File: src/rtl/io_pkg.sv
// Frame widths shared by the serial peripheral links (LED chain and 7-segment chain).
package io_pkg;
    localparam int LED_FRAME_W = 16;
    localparam int SEG_FRAME_W = 64;
endpackage

File: src/rtl/sync_edge.sv
// Two-flop synchronizer followed by an edge-detect flop; all flops reset to the
// wire's idle level so that no edge is reported in the first cycle after reset.
module sync_edge #(
    parameter logic RST_VAL = 1'b0
) (
    input  logic clk,
    input  logic rst,
    input  logic d_i,
    output logic level_o,
    output logic rise_o,
    output logic fall_o
);
    logic meta_q;
    logic sync_q;
    logic prev_q;

    always_ff @(posedge clk) begin
        if (rst) begin
            meta_q <= RST_VAL;
            sync_q <= RST_VAL;
            prev_q <= RST_VAL;
        end else begin
            meta_q <= d_i;
            sync_q <= meta_q;
            prev_q <= sync_q;
        end
    end

    assign level_o = sync_q;
    assign rise_o  = sync_q & ~prev_q;
    assign fall_o  = ~sync_q & prev_q;
endmodule

File: src/rtl/spio_rx.sv
// Serial-to-parallel receiver for the LED / 7-segment shift-register links:
// oversamples the link wires, shifts MSB-first on s_clk rises, latches on s_pen rises.
module spio_rx
    import io_pkg::*;
#(
    parameter int WIDTH = LED_FRAME_W,
    parameter int CNT_W = $clog2(WIDTH + 1) + 1
) (
    input  logic             clk,
    input  logic             rst,
    input  logic             s_clk,
    input  logic             s_clrn,
    input  logic             s_pen,
    input  logic             s_sout,
    output logic [WIDTH-1:0] data_out,
    output logic             data_valid,
    output logic             frame_err,
    output logic [CNT_W-1:0] bit_cnt
);
    logic clk_lvl, clk_rise, clk_fall;
    logic clrn_lvl, clrn_rise, clrn_fall;
    logic pen_lvl, pen_rise, pen_fall;

    sync_edge #(.RST_VAL(1'b0)) u_sync_clk (
        .clk(clk), .rst(rst), .d_i(s_clk),
        .level_o(clk_lvl), .rise_o(clk_rise), .fall_o(clk_fall)
    );
    sync_edge #(.RST_VAL(1'b1)) u_sync_clrn (
        .clk(clk), .rst(rst), .d_i(s_clrn),
        .level_o(clrn_lvl), .rise_o(clrn_rise), .fall_o(clrn_fall)
    );
    sync_edge #(.RST_VAL(1'b0)) u_sync_pen (
        .clk(clk), .rst(rst), .d_i(s_pen),
        .level_o(pen_lvl), .rise_o(pen_rise), .fall_o(pen_fall)
    );

    logic unused_sync;
    assign unused_sync = &{1'b0, clk_lvl, clk_fall, clrn_rise, clrn_fall, pen_lvl, pen_fall};

    // Data delay matches the two synchronizer stages so the bit sampled on a
    // detected s_clk rise is the one present at the pin when s_clk rose.
    logic sout_meta_q, sout_sync_q;

    logic [WIDTH-1:0] shreg_q, shreg_d;
    logic [WIDTH-1:0] data_q, data_d;
    logic [CNT_W-1:0] cnt_q, cnt_d, cnt_shift;
    logic             valid_q, valid_d;
    logic             ferr_q, ferr_d;

    always_comb begin
        shreg_d   = shreg_q;
        cnt_shift = cnt_q;
        data_d    = data_q;
        valid_d   = 1'b0;
        ferr_d    = ferr_q;

        if (!clrn_lvl) begin
            shreg_d   = '0;
            cnt_shift = '0;
        end else if (clk_rise) begin
            shreg_d = {shreg_q[WIDTH-2:0], sout_sync_q};
            if (cnt_q != {CNT_W{1'b1}}) begin
                cnt_shift = cnt_q + CNT_W'(1);
            end
        end

        cnt_d = cnt_shift;
        // The latch sees this cycle's shift/clear; compare wide so a narrow counter cannot alias WIDTH.
        if (pen_rise) begin
            data_d  = shreg_d;
            valid_d = 1'b1;
            ferr_d  = (32'(cnt_shift) != 32'(WIDTH));
            cnt_d   = '0;
        end
    end

    always_ff @(posedge clk) begin
        if (rst) begin
            sout_meta_q <= 1'b0;
            sout_sync_q <= 1'b0;
            shreg_q     <= '0;
            data_q      <= '0;
            cnt_q       <= '0;
            valid_q     <= 1'b0;
            ferr_q      <= 1'b0;
        end else begin
            sout_meta_q <= s_sout;
            sout_sync_q <= sout_meta_q;
            shreg_q     <= shreg_d;
            data_q      <= data_d;
            cnt_q       <= cnt_d;
            valid_q     <= valid_d;
            ferr_q      <= ferr_d;
        end
    end

    assign data_out   = data_q;
    assign data_valid = valid_q;
    assign frame_err  = ferr_q;
    assign bit_cnt    = cnt_q;
endmodule
File: config.mk
export PLATFORM = sky130hd
export DESIGN_NAME = spio_rx
export DESIGN_NICKNAME = d
export VERILOG_FILES = /design/src/rtl/io_pkg.sv /design/src/rtl/sync_edge.sv /design/src/rtl/spio_rx.sv
export SDC_FILE = /design/constraint.sdc
export NUM_CORES = 1
export LEC_CHECK = 0
export CAP_MARGIN = 20
export CORE_MARGIN = 2
export CORE_UTILIZATION = 52
export DETAILED_ROUTE_END_ITERATION = 16
export PLACE_DENSITY = 0.78
export SLEW_MARGIN = 20
export SYNTH_ARGS = -nofsm -noshare
export SYNTH_HDL_FRONTEND = slang
export SYNTH_SLANG_ARGS = --single-unit
File: constraint.sdc
create_clock -name clk -period 2.3 [get_ports clk]
set_clock_uncertainty 0.2 [all_clocks]
set_input_delay 0.23 -clock clk [delete_from_list [all_inputs] [get_ports clk]]
set_output_delay 0.23 -clock clk [all_outputs]
set_load 0.005 [all_outputs]
; Word level (Yosys, flattened, before mapping)
; Cells that the tools add are included.
[op_classes]
reduce_logical = 1
n_addsub = 1
bitwise_logic = 4
muxes = 6
eq_ne = 2
[op_table]
columns = cell, n
row1 = $mux 16, 2
row2 = $mux 6, 3
row3 = $add 6x1->6 const B, 1
row4 = $ne 6x5->1 const B, 1
row5 = $ne 6x6->1 const B, 1
row6 = $and 1x1->1, 2
row7 = $not 1->1, 2
row8 = $reduce_or 2->1, 1
row9 = $mux 1, 1
[word_totals]
reg_bits = 50
out_inout_bits = 24

; Longest topological paths before layout
[logic_depth]
depth_word = 5
ltp_mapped = 7

; Cells and area by module
; From an unflattened synthesis, not the netlist that was laid out.
[unflattened]
hier_cells = 217
area_unflattened_um2 = 2003.2
[modules_own_cells]
columns = mod, area_per_inst_um2, seq_area_each_um2, cells_each, n_inst
row1 = spio_rx, 1727.9, 840.8, 193, 1
row2 = sync_edge at u_sync_clk ..., 91.3, 60.1, 8, 2
row3 = sync_edge at u_sync_clrn, 92.6, 60.1, 8, 1

; Worst setup path before layout
; OpenSTA, ideal clock, no wires.
[synth_path]
path_type = reg2reg
start = register cnt_q[0], in the netlist bit_cnt[0]
end = register ferr_q, in the netlist frame_err
synth_period_minus_slack_ns = 1.747
slack_ns = 0.553
stages_incl_launch_ff = 7
required_time_ns = 1.985
setup_ns = 0.115
arrival_ns = 1.433
cell_sequence = dfxtp_1 -> ha_1 -> nand2_1 -> o21ai_2 -> nor3b_1 -> o211ai_1 -> o21a_1
[synth_via]
elab_chain_len = 5
elab_cells_between_ends = 6
[synth_lines]
columns = element, line
row1 = from (decl), spio_rx.sv:46  ; logic [CNT_W-1:0] cnt_q, cnt_d, cnt_shift;
row2 = from (signal assigned), spio_rx.sv:91  ; cnt_q <= cnt_d;
row3 = $add 6x1->6 / $ne 6x6->1 (equally long branches), "spio_rx.sv:63, spio_rx.sv:62"
row4 = $mux 6, spio_rx.sv:62  ; if (cnt_q != {CNT_W{1'b1}}) begin
row5 = $mux 6 (*), spio_rx.sv:60  ; end else if (clk_rise) begin
row6 = $mux 6 (*), spio_rx.sv:57  ; if (!clrn_lvl) begin
row7 = $ne 6x5->1 (*), spio_rx.sv:72  ; ferr_d = (32'(cnt_shift) != 32'(WIDTH));
row8 = to (signal assigned), spio_rx.sv:93  ; ferr_q <= ferr_d;
row9 = to (decl), spio_rx.sv:48  ; logic ferr_q, ferr_d;
; Mark *: on every way between the ends. The rest lies on a longest branch, timed or not.
; A chain may end at the register's enable or synchronous reset.

; Worst setup path in the final report
; Ends and elaborated chain as after synthesis.

==> impl_metrics.env <==
export IMPL_synth_fa_ha_area_frac=0.00673
export IMPL_period_share=0.810
export IMPL_maxCapViolations=0
export IMPL_ys_seq_area_frac=0.539
export IMPL_dp_hpwl_um=2140
export IMPL_fmax_ghz=0.537
export IMPL_ios=30
export IMPL_portBuffers=29
export IMPL_clock_sinks=50
export IMPL_coreArea_mm2=0.00339
export IMPL_crit_path_end_kind="register"
export IMPL_leakagePower_uw=0.000790
export IMPL_ant_nets=0
export IMPL_synth_net_count=215
export IMPL_start_util=0.548
export IMPL_mostFrequentLayoutCells="dfxtp_1, nand2_1, clkdlybuf4s50_1"
export IMPL_synth_top_family_by_area="simple AND/OR/NAND/NOR gates"
export IMPL_grt_pass1_wl_um=5330
export IMPL_drc=0
export IMPL_vias=1364
export IMPL_drt_first_pass_iters=4
export IMPL_area_growth_syn_to_layout_pct=20.8
export IMPL_yosys_register_bits=50
export IMPL_drt_iter0_markers=65
export IMPL_layout_commonest_cell="dfxtp_1"
export IMPL_rsz0062_at_grt="false"
export IMPL_antenna_found_initial=0
export IMPL_reg2reg_slack_ns=0.44
export IMPL_die_width_um=63.8
export IMPL_synthSimpleGateAreaFrac=0.278
export IMPL_n_antenna_cell=0
export IMPL_worstSetupStartpointType="register"
export IMPL_setup_violations_final=0
export IMPL_gp_congestion=0.762
export IMPL_track_usage=0.168
export IMPL_yosysWarningCount=0
export IMPL_worstPathArrival_ns=1.93
export IMPL_tns_ns=0
export IMPL_clkLatencyLatePin_ns=0.36
export IMPL_vias_per_cell=4.80
export IMPL_numCtsBuffers=5
export IMPL_wl_um=3140
export IMPL_layout_drive_gt1_share=0.0966
export IMPL_rows=21
export IMPL_avgSynthCellArea_um2=8.93
export IMPL_die_height_um=63.8
export IMPL_fin_nets=244
export IMPL_grt_start_max_net_pins=31
export IMPL_synth_edf_count=0
export IMPL_maxSlewViolCount=0
export IMPL_ctsHoldBuffers=0
export IMPL_ir_worst_vdd_mv=0.503
export IMPL_worstSetupPathType="register to register"
export IMPL_synthMuxAreaShare=0.00539
export IMPL_cts_tree="done"
export IMPL_final_core_util=0.662
export IMPL_worstPathMaxFanout=7
export IMPL_cts_htree_levels=2
export IMPL_powerDensity_mw_per_mm2=603
export IMPL_die_area_mm2=0.00407
export IMPL_syn_area_mm2=0.00186
export IMPL_timing_slew_headroom=0.754
export IMPL_worstPathRequired_ns=2.36
export IMPL_hold_viol=0
export IMPL_stdcell_count=284
export IMPL_synth_xor_area_frac=0.0141
export IMPL_worst_slew_pin_slew_ns=0.368
export IMPL_synth_cells=208
export IMPL_period_needed_ns=1.86
export IMPL_hold_class="primary input to register"
export IMPL_synthArstFlopShare=0
export IMPL_status="completed"
export IMPL_post_cts_buffers=0
export IMPL_ctsRootBufferMaster="clkbuf_4"
export IMPL_cts_resized=0
export IMPL_dp_cells=276
export IMPL_cts_buffer_depth=2
export IMPL_overflow=0
export IMPL_clkSlewWorstSetupHoldPaths_ns=0.12
export IMPL_grt_pass1_vias=1227
export IMPL_synth_compound_area_frac=0.120
export IMPL_synth_cell_types=32
export IMPL_synth_ff_type="dfxtp_1"
export IMPL_routedWlPerCell_um=11.1
-- synthesized netlist by cell type, drive strengths merged, types with 2 or more instances --
cell type,number,area share
xor2,3,0.014
clkbuf,7,0.014
buf,6,0.023
nor2b,11,0.041
nand4,3,0.013
o21ai,17,0.048
nor3b,2,0.0081
nor2,6,0.016
a21oi,17,0.046
or2,3,0.010
nor3,3,0.0081
nand2,49,0.099
nand3,4,0.013
nand2b,18,0.061
dfxtp,50,0.54
-- through the flow --
| step | area (µm²) | hold WS (ns) | power (µW) | setup WS [ns] |
|---|---|---|---|---|
| finish | 2240 | 0.213 | 1350 | 0.437 |
| global route | 2240 | 0.209 | 1410 | 0.304 |
| floorplan | 1860 | 0.134 | 947 | 0.553 |
| global placement | 2180 | 0.197 | 970 | 0.489 |
| CTS | 2240 | 0.202 | 1360 | 0.429 |
| detailed placement | 2180 | 0.203 | 970 | 0.453 |
-- cells by family after synthesis --
family          after synthesis
flops                        50
fa+ha+maj                     1
mux                           1
simple gates                101
compound gates               39
buf+inv                      13
xor+xnor                      3
-- final timing paths --
kind | startpoint | end | cells after the start
setup / recovery | bit_cnt[0] | frame_err | 6
hold / removal | s_pen | u_sync_pen.meta_q | 2
setup reg to reg | bit_cnt[0] | frame_err | 6
hold reg to reg | u_sync_clrn.meta_q | u_sync_clrn.level_o | 1
-- cell type report --
type                            count  area, µm²
Sequential cell                    50       1000
Timing Repair Buffer               35        335
Multi-Input combinational cell    145        791
Clock buffer                        7       55.1
Clock inverter                      1       5.00
Fill cell                         281       1140
Tap cell                           46       57.6
-- layer usage --
layer	vias up	wire length [µm]	global-route usage
met5	-	0	0
met4	0	46	0.0897
met3	5	118	0.0423
met2	24	1340	0.253
met1	596	1630	0.223
li1	739	-	-
-- where the power goes --
part | internal, µW | switching [µW] | leakage [µW]
logic | 33.1 | 36.1 | 0.000350
clock network | 149 | 254 | 0.0000353
registers | 876 | 5.57 | 0.000405
-- worst max-delay path, cell delays in order, from the launching register on --
cell and delay (ns):
dfxtp_1 0.48, ha_1 0.29, nand2_1 0.09, o21ai_2 0.23
nor3b_1 0.21, o211ai_1 0.10, o21a_1 0.18
Note: power is estimated with default switching activity, not from simulation.
